## src/rtl/sop2_dot_seq_pkg.sv

```systemverilog
// Shared types and widths for the sop2 dot-product job sequencer.
// Latency: none (declarations only).
// Backpressure: none (declarations only).
package sop2_seq_pkg;

  // Datapath operand / result widths as seen on the int_sop_2_dspchain unit.
  localparam int OPA_W       = 18;
  localparam int OPB_W       = 19;
  localparam int RES_W       = 37;
  localparam int MODE_W      = 11;

  // Clock edges from a change on the datapath inputs to the matching result.
  localparam int DSP_LAT_DEF = 3;

  typedef enum logic [1:0] {
    IDLE  = 2'd0,
    RUN   = 2'd1,
    DRAIN = 2'd2,
    DONE  = 2'd3
  } state_e;

  // One tag rides alongside every issued beat so results can be matched
  // to beats without looking at the datapath itself.
  typedef struct packed {
    logic valid;
    logic last;
  } tag_t;

  // Operand beat as issued to the datapath.
  typedef struct packed {
    logic [OPA_W-1:0] ax;
    logic [OPB_W-1:0] ay;
    logic [OPA_W-1:0] bx;
    logic [OPB_W-1:0] by;
  } beat_t;

  // True in the states that take new operand beats.
  function automatic logic takes_beats(state_e s);
    return (s == IDLE) || (s == RUN);
  endfunction

endpackage

```

## src/rtl/sop2_dot_seq_if.sv

```systemverilog
// Bundles the operand stream, datapath link and result stream of the sequencer.
// Latency: none (wiring only).
// Backpressure: s_ready / m_ready carried as plain signals; slave is the sequencer side.
interface sop2_dot_seq_if #(
  parameter int ACC_W = 48,
  parameter int CNT_W = 16
);

  // Job configuration
  logic [sop2_seq_pkg::MODE_W-1:0] cfg_mode;

  // Operand beat stream into the sequencer
  logic                            s_valid;
  logic                            s_ready;
  logic                            s_last;
  logic [sop2_seq_pkg::OPA_W-1:0]  s_ax;
  logic [sop2_seq_pkg::OPB_W-1:0]  s_ay;
  logic [sop2_seq_pkg::OPA_W-1:0]  s_bx;
  logic [sop2_seq_pkg::OPB_W-1:0]  s_by;

  // Link to the datapath unit
  logic [sop2_seq_pkg::MODE_W-1:0] dsp_mode_sigs;
  logic [sop2_seq_pkg::OPA_W-1:0]  dsp_ax;
  logic [sop2_seq_pkg::OPB_W-1:0]  dsp_ay;
  logic [sop2_seq_pkg::OPA_W-1:0]  dsp_bx;
  logic [sop2_seq_pkg::OPB_W-1:0]  dsp_by;
  logic [sop2_seq_pkg::RES_W-1:0]  dsp_chainin;
  logic [sop2_seq_pkg::RES_W-1:0]  dsp_resulta;

  // Job result stream out of the sequencer
  logic                            m_valid;
  logic                            m_ready;
  logic [ACC_W-1:0]                m_data;
  logic [CNT_W-1:0]                m_count;

  // Sequencer side
  modport slave (
    input  cfg_mode,
    input  s_valid, s_last, s_ax, s_ay, s_bx, s_by,
    output s_ready,
    output dsp_mode_sigs, dsp_ax, dsp_ay, dsp_bx, dsp_by, dsp_chainin,
    input  dsp_resulta,
    output m_valid, m_data, m_count,
    input  m_ready
  );

  // Environment side: operand fetch, datapath and writeback
  modport master (
    output cfg_mode,
    output s_valid, s_last, s_ax, s_ay, s_bx, s_by,
    input  s_ready,
    input  dsp_mode_sigs, dsp_ax, dsp_ay, dsp_bx, dsp_by, dsp_chainin,
    output dsp_resulta,
    input  m_valid, m_data, m_count,
    output m_ready
  );

endinterface

```

## src/rtl/sop2_dot_seq_tag_pipe.sv

```systemverilog
// Shift register of {valid, last} tags tracking beats in flight through the datapath.
// Latency: DEPTH edges from tag_in to tag_out.
// Backpressure: none; shifts every cycle, the datapath cannot stall.
module sop2_tag_pipe
  import sop2_seq_pkg::*;
#(
  parameter int DEPTH = DSP_LAT_DEF + 1
) (
  input  logic clk,
  input  logic reset,
  input  tag_t tag_in,
  output tag_t tag_out
);

  tag_t stage_q [DEPTH];

  // Advance every tag one stage per clock; reset drops all in-flight tags.
  always_ff @(posedge clk or posedge reset) begin
    if (reset) begin
      for (int i = 0; i < DEPTH; i++) begin
        stage_q[i] <= '0;
      end
    end else begin
      stage_q[0] <= tag_in;
      for (int i = 1; i < DEPTH; i++) begin
        stage_q[i] <= stage_q[i-1];
      end
    end
  end

  assign tag_out = stage_q[DEPTH-1];

endmodule

```

## src/rtl/sop2_dot_seq.sv

```systemverilog
// Job sequencer: issues operand beats to one sop2 datapath and sums the returned results.
// Latency: m_valid rises DSP_LAT+1 edges after the last beat of a job is accepted.
// Backpressure: s_ready low from the last beat until the result handshake; m_valid holds until m_ready.
module sop2_dot_seq
  import sop2_seq_pkg::*;
#(
  parameter int DSP_LAT = DSP_LAT_DEF,
  parameter int ACC_W   = 48,
  parameter int CNT_W   = 16
) (
  input  logic          clk,
  input  logic          reset,
  sop2_dot_seq_if.slave bus
);

  state_e            state_q;
  state_e            state_d;
  logic              st_done;
  logic              s_rdy;
  logic              accept;
  logic              res_ack;
  tag_t              tag_in;
  tag_t              tag_out;
  beat_t             beat_in;
  beat_t             beat_q;
  logic [MODE_W-1:0] mode_q;
  logic [ACC_W-1:0]  acc_q;
  logic [CNT_W-1:0]  cnt_q;

  // Readiness is gated by reset so nothing looks accepted while reset is held.
  assign s_rdy   = takes_beats(state_q) & ~reset;
  assign accept  = bus.s_valid & s_rdy;
  assign res_ack = st_done & bus.m_ready;

  // State register.
  always_ff @(posedge clk or posedge reset) begin
    if (reset) begin
      state_q <= IDLE;
    end else begin
      state_q <= state_d;
    end
  end

  // Next-state logic and state-decoded result valid.
  always_comb begin
    state_d = state_q;
    st_done = 1'b0;
    case (state_q)
      IDLE: begin
        if (bus.s_valid) begin
          state_d = bus.s_last ? DRAIN : RUN;
        end
      end
      RUN: begin
        if (bus.s_valid && bus.s_last) begin
          state_d = DRAIN;
        end
      end
      DRAIN: begin
        // The last-tagged result is folded into the accumulator on this edge.
        if (tag_out.valid && tag_out.last) begin
          state_d = DONE;
        end
      end
      DONE: begin
        st_done = 1'b1;
        if (bus.m_ready) begin
          state_d = IDLE;
        end
      end
      default: begin
        state_d = IDLE;
      end
    endcase
  end

  assign beat_in = {bus.s_ax, bus.s_ay, bus.s_bx, bus.s_by};

  // Issue register: present the accepted beat for one cycle, zeros otherwise.
  always_ff @(posedge clk or posedge reset) begin
    if (reset) begin
      beat_q <= '0;
      mode_q <= '0;
    end else begin
      beat_q <= accept ? beat_in : '0;
      // Mode is a per-job setting, captured only with the job's first beat.
      if (accept && (state_q == IDLE)) begin
        mode_q <= bus.cfg_mode;
      end
    end
  end

  assign bus.dsp_mode_sigs = mode_q;
  assign bus.dsp_ax        = beat_q.ax;
  assign bus.dsp_ay        = beat_q.ay;
  assign bus.dsp_bx        = beat_q.bx;
  assign bus.dsp_by        = beat_q.by;
  assign bus.dsp_chainin   = '0;

  // Tag enters at the issue edge; one extra stage covers the issue register
  // so the tag emerges exactly when dsp_resulta holds that beat's result.
  assign tag_in = {accept, accept & bus.s_last};

  sop2_tag_pipe #(
    .DEPTH (DSP_LAT + 1)
  ) u_tag_pipe (
    .clk     (clk),
    .reset   (reset),
    .tag_in  (tag_in),
    .tag_out (tag_out)
  );

  // Accumulate tagged results and count accepted beats; clear on result handshake.
  always_ff @(posedge clk or posedge reset) begin
    if (reset) begin
      acc_q <= '0;
      cnt_q <= '0;
    end else if (res_ack) begin
      acc_q <= '0;
      cnt_q <= '0;
    end else begin
      // Untagged datapath outputs (bubbles, results orphaned by reset) are ignored.
      if (tag_out.valid) begin
        acc_q <= acc_q + ACC_W'(bus.dsp_resulta);
      end
      if (accept) begin
        cnt_q <= cnt_q + 1'b1;
      end
    end
  end

  assign bus.s_ready = s_rdy;
  assign bus.m_valid = st_done;
  assign bus.m_data  = acc_q;
  assign bus.m_count = cnt_q;

endmodule

```

## src/flat_wrapper.sv

```systemverilog
// flat-port wrapper written by rule: the top's interface ports become plain ports
module sop2_dot_seq_flat import sop2_seq_pkg::*;
#(
  parameter int DSP_LAT = DSP_LAT_DEF,
  parameter int ACC_W   = 48,
  parameter int CNT_W   = 16
)
  (clk, reset, bus_cfg_mode, bus_s_valid, bus_s_last, bus_s_ax, bus_s_ay, bus_s_bx, bus_s_by, bus_s_ready, bus_dsp_mode_sigs, bus_dsp_ax, bus_dsp_ay, bus_dsp_bx, bus_dsp_by, bus_dsp_chainin, bus_dsp_resulta, bus_m_valid, bus_m_data, bus_m_count, bus_m_ready);
  sop2_dot_seq_if #(.ACC_W(ACC_W), .CNT_W(CNT_W)) bus_i ();
  input  logic clk;
  input  logic reset;
  input wire logic [$bits(bus_i.cfg_mode)-1:0] bus_cfg_mode;
  input wire logic [$bits(bus_i.s_valid)-1:0] bus_s_valid;
  input wire logic [$bits(bus_i.s_last)-1:0] bus_s_last;
  input wire logic [$bits(bus_i.s_ax)-1:0] bus_s_ax;
  input wire logic [$bits(bus_i.s_ay)-1:0] bus_s_ay;
  input wire logic [$bits(bus_i.s_bx)-1:0] bus_s_bx;
  input wire logic [$bits(bus_i.s_by)-1:0] bus_s_by;
  output wire logic [$bits(bus_i.s_ready)-1:0] bus_s_ready;
  output wire logic [$bits(bus_i.dsp_mode_sigs)-1:0] bus_dsp_mode_sigs;
  output wire logic [$bits(bus_i.dsp_ax)-1:0] bus_dsp_ax;
  output wire logic [$bits(bus_i.dsp_ay)-1:0] bus_dsp_ay;
  output wire logic [$bits(bus_i.dsp_bx)-1:0] bus_dsp_bx;
  output wire logic [$bits(bus_i.dsp_by)-1:0] bus_dsp_by;
  output wire logic [$bits(bus_i.dsp_chainin)-1:0] bus_dsp_chainin;
  input wire logic [$bits(bus_i.dsp_resulta)-1:0] bus_dsp_resulta;
  output wire logic [$bits(bus_i.m_valid)-1:0] bus_m_valid;
  output wire logic [$bits(bus_i.m_data)-1:0] bus_m_data;
  output wire logic [$bits(bus_i.m_count)-1:0] bus_m_count;
  input wire logic [$bits(bus_i.m_ready)-1:0] bus_m_ready;
  assign bus_i.cfg_mode = bus_cfg_mode;
  assign bus_i.s_valid = bus_s_valid;
  assign bus_i.s_last = bus_s_last;
  assign bus_i.s_ax = bus_s_ax;
  assign bus_i.s_ay = bus_s_ay;
  assign bus_i.s_bx = bus_s_bx;
  assign bus_i.s_by = bus_s_by;
  assign bus_s_ready = bus_i.s_ready;
  assign bus_dsp_mode_sigs = bus_i.dsp_mode_sigs;
  assign bus_dsp_ax = bus_i.dsp_ax;
  assign bus_dsp_ay = bus_i.dsp_ay;
  assign bus_dsp_bx = bus_i.dsp_bx;
  assign bus_dsp_by = bus_i.dsp_by;
  assign bus_dsp_chainin = bus_i.dsp_chainin;
  assign bus_i.dsp_resulta = bus_dsp_resulta;
  assign bus_m_valid = bus_i.m_valid;
  assign bus_m_data = bus_i.m_data;
  assign bus_m_count = bus_i.m_count;
  assign bus_i.m_ready = bus_m_ready;
  sop2_dot_seq #(.DSP_LAT(DSP_LAT), .ACC_W(ACC_W), .CNT_W(CNT_W)) u_core (.clk(clk), .reset(reset), .bus(bus_i));
endmodule
```

## config.mk

```make
export PLATFORM = sky130hd
export DESIGN_NAME = sop2_dot_seq_flat
export DESIGN_NICKNAME = d
export VERILOG_FILES = /design/src/rtl/sop2_dot_seq_pkg.sv /design/src/rtl/sop2_dot_seq_if.sv /design/src/rtl/sop2_dot_seq_tag_pipe.sv /design/src/rtl/sop2_dot_seq.sv /design/src/flat_wrapper.sv
export SDC_FILE = /design/constraint.sdc
export NUM_CORES = 1
export LEC_CHECK = 0
export BUFFER_PORTS_ARGS = -buffer_cell sky130_fd_sc_hd__buf_2
export CELL_PAD_IN_SITES_DETAIL_PLACEMENT = 2
export CELL_PAD_IN_SITES_GLOBAL_PLACEMENT = 2
export CORE_MARGIN = 5
export CORE_UTILIZATION = 30
export CTS_BUF_LIST = sky130_fd_sc_hd__clkbuf_4
export DETAILED_ROUTE_END_ITERATION = 7
export HOLD_SLACK_MARGIN = 0.15
export PLACE_DENSITY = 0.86
export RECOVER_POWER = 100
export SYNTH_ARGS = -nofsm -noshare
export SYNTH_HDL_FRONTEND = slang
export SYNTH_SLANG_ARGS = --single-unit
```

## constraint.sdc

```tcl
create_clock -name clk -period 7.7 [get_ports clk]
set_clock_uncertainty 0.1 [all_clocks]
set_input_delay 1.54 -clock clk [delete_from_list [all_inputs] [get_ports clk]]
set_output_delay 1.54 -clock clk [all_outputs]
set_load 0.005 [all_outputs]
```

---- After elaboration in Yosys (flattened, before gate mapping) ----
Cells that the tools add are included.
Widths: inputs -> output; s select.
operators by class
  add/subtract/negate cells ............... 2
  equality and inequality tests ........... 7
  muxes and demuxes ....................... 12
  bitwise gates (word level) .............. 5
  reductions and logical operators ........ 8
operator list
  cell                   number
  $mux 48                2
  $mux 74                1
  $add 48x37->48         1
  $mux 16                2
  $add 16x1->16 const B  1
  $mux 2                 5
  $pmux 2 s4             1
  $ne 2x2->1 const B     3
  $and 1x1->1            4
  $eq 2x2->1 const B     2
  $reduce_and 4->1       1
  $reduce_bool 2->1      2
  $logic_and 1x1->1      3
  $eq 2x1->1 const B     1
  $logic_not 2->1        1
  $ne 2x1->1 const B     1
  $logic_or 1x1->1       1
  $mux 1                 1
  $not 1->1              1
storage, ports and cells
  bits in registers ....................... 159
  input port bits ......................... 127
  output and inout port bits .............. 188
  word-level logic and storage cells ...... 50

---- Longest topological paths before layout ----
Gate-level depths: netlist of run 1.
  word-level depth ........................ 6
  depth in mapped cells ................... 13
  mapped depth without buffers ............ 12

---- Modules after synthesis ----
Synthesis of run 1 repeated with hierarchy kept, for this count alone.
unflattened totals
  cell total of the unflattened synthesis .. 820
  area total of the unflattened synthesis .. 8400.6 sq um
modules (own cells, without submodules)
  module         times used  cells each  area an instance (sq um)  sequential area each (sq um)
  sop2_dot_seq   1           809         8181.6                    3778.6
  sop2_tag_pipe  1           11          219.0                     200.2

---- Worst setup path after synthesis of run 1 ----
No wires, ideal clock.
  kind .................................... input to register
  start point ............................. input port bus_dsp_resulta[0]
  end point ............................... register u_core.acc_q[40], in the netlist u_core.bus.m_data[40]
  setup time .............................. 124 ps
  data arrival time ....................... 3778 ps
  required time ........................... 7476 ps
  setup slack ............................. 3698 ps
  stages .................................. 13
  buffers on the path ..................... 1
  cell sequence ........................... ha_1 inv_1 fa_1 nor2b_4 o31a_1 o31ai_2 a21oi_2 o22ai_4 o31ai_2 a311o_1 buf_6 nor2_1 a211o_1
between the ends
  word-level cells in the longest chain between the ends .. 3
ends and longest elaborated chain
  item                  line                 text
  from (decl)           flat_wrapper.sv:26   input wire logic [$bits(bus_i.dsp_resulta)-1:0] bus_dsp_resulta;
  $add 48x37->48        sop2_dot_seq.sv:124  acc_q <= acc_q + ACC_W'(bus.dsp_resulta);
  $mux 48               sop2_dot_seq.sv:123  if (tag_out.valid) begin
  $mux 48               sop2_dot_seq.sv:118  end else if (res_ack) begin
  to (signal assigned)  sop2_dot_seq.sv:124
  to (decl)             sop2_dot_seq.sv:27   logic [ACC_W-1:0] acc_q;
Every way passes these cells. The select of a mux whose other input is x is not followed.
A chain may end at the register's enable or synchronous reset.

---- Final worst setup path of run 1 ----
  start point ............................. input port bus_s_valid
  end point ............................... register u_core.mode_q[8], in the netlist u_core.bus.dsp_mode_sigs[8]
between the ends
  word-level cells in the longest chain between the ends .. 2
ends and longest elaborated chain
  item                  line                text
  from (decl)           flat_wrapper.sv:13  input wire logic [$bits(bus_i.s_valid)-1:0] bus_s_valid;
  $and 1x1->1           sop2_dot_seq.sv:32  assign accept = bus.s_valid & s_rdy;
  $logic_and 1x1->1     sop2_dot_seq.sv:87  if (accept && (state_q == IDLE)) begin
  to (signal assigned)  sop2_dot_seq.sv:88  mode_q <= bus.cfg_mode;
  to (decl)             sop2_dot_seq.sv:26  logic [MODE_W-1:0] mode_q;
Every way passes these cells.

==> flow_summary_export.csv, run 1 <==
group,metric,value,unit
run_status,status,"finished with violations",
run_status,failed_checks,"capacitance limit, slew limit",
setup_path,crit_path_end_kind,"flip-flop",
detailed_routing,drc,0,
floorplan,io_pins,315,
finish,syn2layout_area_growth,19.9,%
worst_hold_path,hold_class,"reg -> reg",
finish,post-route-util,36.3,%
setup_path,path_max_fanout,82,
worst_hold_path,hold_depth,0,
power,p_leak,4.76,nW
detailed_routing,dr_total_vias,7207,
cts,clk_pin_slew_worst_paths,190,ps
yosys,synthDistinctLibCells,62,
setup_path,required,8040,ps
floorplan,rows,61,
floorplan,dieArea,0.0314,mm^2
timing,finalSetupTns,0,ps
cts,cts_buffers,17,
cts,clk_latency,560,ps
cts,htreeDepth,4,
yosys,syn_area,0.00838,mm^2
finish,drive_gt1_share,17.2,%
finish,final_nets,1272,
yosys,synth-async-reset-ratio,100,%
placement,gp_congestion,0.797,
cts,root_buffer,"clkbuf_4",
global_route,grt-ovfl-total,0,
timing,rsz0062_at_grt,"no",
timing,fmax,0.194,GHz
global_route,grt_pass1_vias,8424,
detailed_routing,drt-vias-per-instance,4.82,
detailed_routing,routedWlPerCell,20.3,um
cts,cts_hold_buffers,0,
detailed_routing,ant_nets,0,
setup_path,crit_buf_inv,3,
placement,hpwl,23500,um
setup_path,cp_top_family,"buffers and inverters",
setup_path,cp_cell_sequence,"clkbuf_1 -> inv_1 -> nor3_1 -> clkbuf_1 -> nand2_1 -> mux2_2",
detailed_routing,drt_iter0_markers,260,
setup_path,start_kind,"input port",
cts,clk_path_buf_depth,2,
worst_hold_path,min_to,"u_core.u_tag_pipe.stage_q[4]",
timing,final_max_slew_viol_count,229,
yosys,synthCells,843,
setup_path,reg2reg_setup_slack,2750,ps
finish,final_common_cell,"dfrtp_1",
finish,layout_common_cells,"dfrtp_1, buf_2, clkbuf_1",
global_route,grt_pass1_wl,46900,um
cts,ctsResizeCount,0,
detailed_routing,first_pass_iters,8,
power,ir_worst_vdd,0.000101,V
placement,io_buffers,277,
detailed_routing,wl,30300,um
timing,relSlewSlack,-184,%
timing,tightest_slew,4240,ps
yosys,synth_seq_cells,159,
setup_path,timing.rr.end,"u_core.bus.dsp_mode_sigs[8]",
timing,finalHoldViolCount,0,
worst_hold_path,hold_start,"u_core.u_tag_pipe.stage_q[6]",
yosys,synth-edff-count,0,
floorplan,start_util,30.3,%
yosys,yosysSeqAreaShare,47.5,%
floorplan,core,0.0277,mm^2
timing,setup_viol,0,
global_route,antenna_found_initial,5,
floorplan,fp.dieW,177,um
yosys,yosysWarningCount,0,
yosys,synth_flop_cell,"dfrtp_1",
setup_path,r2r-start,"u_core.state_q[0]",
setup_path,critPathMaxStageDelay,2040,ps
cts,cts_tree,"yes",
floorplan,chipHeight,177,um
timing,fin_crit_sh,66.9,%
cts,clock_sinks,159,
yosys,syn_area_per_cell,9.94,um^2
global_route,grtUsageTotal,19.0,%
timing,layout_min_cycle_time,5150,ps
power,power_density,314,mW/mm^2
setup_path,timing.critical_path.mode_cell,"clkbuf_1",
cts,cts_setup_buffers,0,
run,cap_violations,3,
setup_path,rr_worst_depth,7,
global_route,grt_max_degree,88,
setup_path,crit_arrival,5490,ps
setup_path,cpMaxStageDelayCell,"clkbuf_1",
setup_path,crit_type,"in -> reg",
-- final cells by class --
class	instances	area, um^2
antenna	3	7.51
clock buffer	17	128
clock inverter	15	164
fill	3197	17700
inverter	18	68.8
multi-input combinational	625	3990
sequential	159	3980
tap	378	473
timing repair buffer	281	1240
-- worst reg2reg max path, cell delays in order (launching register included) --
cell,delay [ps]
dfrtp_1,450
inv_1,130
ha_1,300
nor2_1,100
nor3_1,130
clkbuf_1,2040
nand2_1,1030
mux2_2,540
-- where the power goes --
part / internal [W] / switching, W
sequential: 0.00102 / 0.000149
clock: 0.000151 / 0.000392
combinational: 0.000578 / 0.000864
total: 0.00175 / 0.00141
-- flip-flops by register name, summed over array words and instances, names as in the netlist --
name / cells
u_core.u_tag_pipe.tag_out: 2
u_core.bus.dsp_ax: 18
u_core.bus.dsp_mode_sigs: 11
u_core.bus.dsp_by: 19
u_core.state_q: 2
u_core.bus.m_data: 48
u_core.bus.m_count: 16
u_core.u_tag_pipe.stage_q: 6
u_core.bus.dsp_bx: 18
u_core.bus.dsp_ay: 19
-- worst max path at each step --
stage                            start                           to  cells past startpoint
floorplan                        reset         u_core.bus.dsp_ax[0]                      1
global placement    bus_dsp_resulta[0]        u_core.bus.m_data[38]                     13
detailed placement  bus_dsp_resulta[0]        u_core.bus.m_data[38]                     13
CTS                 bus_dsp_resulta[0]        u_core.bus.m_data[38]                     13
global route               bus_s_valid  u_core.bus.dsp_mode_sigs[8]                      6
finish                     bus_s_valid  u_core.bus.dsp_mode_sigs[8]                      6
-- logic make-up (layout without fill, tap and decap cells) --
kind of cell,Yosys count,count (layout),share of synthesized area (%)
simple gates,303,303,18.7
compound gates,170,170,13.1
flops,159,159,47.5
buf+inv,95,331,6.02
fa+ha+maj,43,43,6.51
xor+xnor,39,39,4.08
mux,33,33,4.11
other cells,1,40,0.0447
-- per-stage QoR --
step                      cell area, um^2  power [W]  setup slack, ps  cells  hold slack (ps)
after floorplan                      8520    0.00215             1770    879              231
after global placement               9980    0.00260             3130   1461              232
after detailed placement             9980    0.00270             3000   1461              236
after CTS                           10300    0.00325             3640   1493              261
after global routing                10100    0.00341             2000   1496              270
final                               10100    0.00315             2550   1496              263
-- Yosys cell counts (all sizes together), types with 3 or more instances --
cell type,count,area (um^2)
nand2,53,199
ha,42,526
o21ai,41,205
a211oi,9,67.6
a31oi,7,43.8
nor4b,9,78.8
inv,18,67.6
nand3,24,120
xnor2,21,184
and3,4,30.0
o21a,8,60.1
xor2,18,158
nand4,10,62.6
nor2,79,297
nand3b,3,22.5
dfrtp,159,3980
nor3,16,80.1
clkbuf,35,131
o31ai,3,32.5
a211o,4,35.0
or3,10,62.6
o21bai,4,30.0
and2,79,494
o211ai,3,22.5
a21o,19,143
mux2i,22,220
mux2,11,124
nand4b,3,26.3
nor2b,6,45.0
a21oi,52,264
buf,42,305
-- per-layer routing --
| layer | GRT usage [%] | routed length, um |
|---|---|---|
| met2 | 34.9 | 15800 |
| met1 | 21.0 | 11800 |
| met5 | 0 | 34 |
| met3 | 6.69 | 2340 |
| met4 | 4.61 | 279 |
(Power assumes the default switching activity.)
==> inputs of run 2 (changes only) <==
Settings changed: CORE_UTILIZATION 30 to 27, PLACE_DENSITY 0.86 to 0.82.
Clock period 7.7 ns to 4.1 ns, I/O delays scaled along.
==> run 2 against run 1 <==
The run still ends with capacitance limit, slew limit left. Cell area grew 1.3%. Setup slack got worse by 2000 ps. Register-to-register slack got worse by 2200 ps. First-iteration DRC count decreased by 25%. Sequential power up 89%. Highest routed layer unchanged.
==> flow_summary_export.csv, run 2 (synthesis gave the netlist of run 1 again) <==
group,metric,value,unit
floorplan,fp.dieW,186,um
timing,whs,266,ps
placement,gp_congestion,0.794,
power,netSwitchingFraction,42.4,%
power,switching_power,0.00256,W
detailed_routing,wl,30900,um
detailed_routing,drt_iter0_markers,194,
cts,clk_pin_slew_worst_paths,160,ps
floorplan,chipHeight,186,um
timing,relSlewSlack,-42.3,%
floorplan,rows,64,
global_route,grt-ovfl-total,0,
detailed_routing,drt-vias-per-instance,4.76,
cts,clk_path_buf_depth,2,
finish,design_area,0.0102,mm^2
timing,fmax,0.280,GHz
timing,finalSetupTns,0,ps
cts,htreeDepth,4,
detailed_routing,routedWlPerCell,20.3,um
setup_path,crit_type,"reg -> reg",
finish,layout_common_cells,"dfrtp_1, buf_2, clkbuf_1",
detailed_routing,first_pass_iters,4,
setup_path,required,4480,ps
finish,final_nets,1279,
run,cap_violations,1,
setup_path,critPathMaxStageDelay,420,ps
setup_path,cpMaxStageDelayCell,"dfrtp_1",
timing,fin_crit_sh,87.2,%
setup_path,crit_path_end_kind,"flip-flop",
setup_path,crit_buf_inv,2,
power,intPower,0.00348,W
detailed_routing,dr_total_vias,7252,
placement,dpl-instance-area,0.0101,mm^2
cts,cts_setup_buffers,0,
floorplan,io_pins,315,
timing,tightest_slew,2130,ps
cts,cts_buffers,17,
timing,final_max_slew_viol_count,37,
floorplan,start_util,27.4,%
finish,final_common_cell,"dfrtp_1",
run_status,failed_checks,"capacitance limit, slew limit",
placement,hpwl,23800,um
finish,drive_gt1_share,18.0,%
floorplan,core,0.0306,mm^2
detailed_routing,ant_nets,0,
global_route,grtUsageTotal,17.9,%
power,p_leak,4.84,nW
setup_path,timing.critical_path.mode_cell,"nor3_1",
setup_path,cp_cell_sequence,"ha_1 -> inv_1 -> fa_1 -> nor2b_1 -> o31a_1 -> o31ai_1 -> a21oi_1 -> o22ai_4 -> o31ai_2 -> a311o_1 -> buf_4 -> nor3_1 -> nor3_1",
global_route,grt_pass1_wl,47800,um
worst_hold_path,hold_class,"reg -> reg",
global_route,grt_pass1_vias,8199,
setup_path,crit_arrival,3950,ps
finish,syn2layout_area_growth,21.5,%
floorplan,dieArea,0.0347,mm^2
setup_path,start_kind,"flip-flop",
timing,setup_viol,0,
run_status,status,"finished with violations",
setup_path,cp_top_family,"compound AO/OA/AOI/OAI gates",
global_route,grt_max_degree,79,
power,power_density,593,mW/mm^2
power,combPwrFrac,45.8,%
finish,largest_register_ffs,48,
timing,finalHoldViolCount,0,
cts,cts_hold_buffers,1,
power,p_seq_share,36.5,%
power,ir_worst_vdd,0.000312,V
power,total_power,0.00604,W
cts,root_buffer,"clkbuf_4",
placement,io_buffers,277,
cts,cts_tree,"yes",
power,clkPwrFrac,17.7,%
global_route,antenna_found_initial,5,
cts,clock_sinks,159,
timing,layout_min_cycle_time,3570,ps
detailed_routing,drc,0,
cts,ctsResizeCount,0,
setup_path,path_max_fanout,5,
timing,rsz0062_at_grt,"no",
cts,clk_latency,610,ps
## run 2: cell type report
cell class	instances	area, um^2
Antenna cell	4	10.0
Clock buffer	19	143
Clock inverter	13	160
Fill cell	3547	20400
Inverter	18	68.8
Multi-Input combinational cell	625	4010
Sequential cell	159	3980
Tap cell	396	495
Timing Repair Buffer	288	1320
## run 2: worst paths after layout
kind,to,cells after the start,slack [ps],from
worst max-delay path,u_core.bus.m_data[36],13,530,u_core.bus.m_data[0]
worst min-delay path,u_core.u_tag_pipe.stage_q[5],0,270,u_core.u_tag_pipe.stage_q[7]
worst max register to register,u_core.bus.m_data[36],13,530,u_core.bus.m_data[0]
worst min register to register,u_core.u_tag_pipe.stage_q[5],0,270,u_core.u_tag_pipe.stage_q[7]
max in group asynchronous,u_core.bus.m_count[14],4,1980,reset
min in group asynchronous,u_core.bus.dsp_by[3],3,950,reset
## run 2: stage by stage
stage / utilization, % / setup slack, ps / std cells
floorplan: - / 818 / 879
global placement: 32.9 / 325 / 1485
detailed placement: 32.9 / 176 / 1485
CTS: 34.0 / 649 / 1518
global route: 33.3 / 264 / 1521
finish: 33.3 / 527 / 1522
## run 2: worst reg2reg max path: stages (launching register included)
cell and delay [ps]:
dfrtp_1 420, ha_1 250, inv_1 80, fa_1 370
nor2b_1 230, o31a_1 230, o31ai_1 100, a21oi_1 320
o22ai_4 140, o31ai_2 400, a311o_1 290, buf_4 160
nor3_1 50, nor3_1 300
## run 2: per-layer routing
layer	global-route usage [%]	share of wire, %	wire length, um
met1	20.0	39	12000
met2	32.1	51	15900
met3	7.53	8.6	2650
met4	3.47	1.0	322
met5	0	0.068	21
## run 2: power groups by stage
stage / clock network, W / logic (W) / registers, W
finish: 0.00107 / 0.00277 / 0.00221
global route: 0.00119 / 0.00311 / 0.00225
CTS: 0.00112 / 0.00290 / 0.00220
detailed placement: 0 / 0.00289 / 0.00223
global placement: 0 / 0.00276 / 0.00219
floorplan: 0 / 0.00184 / 0.00219
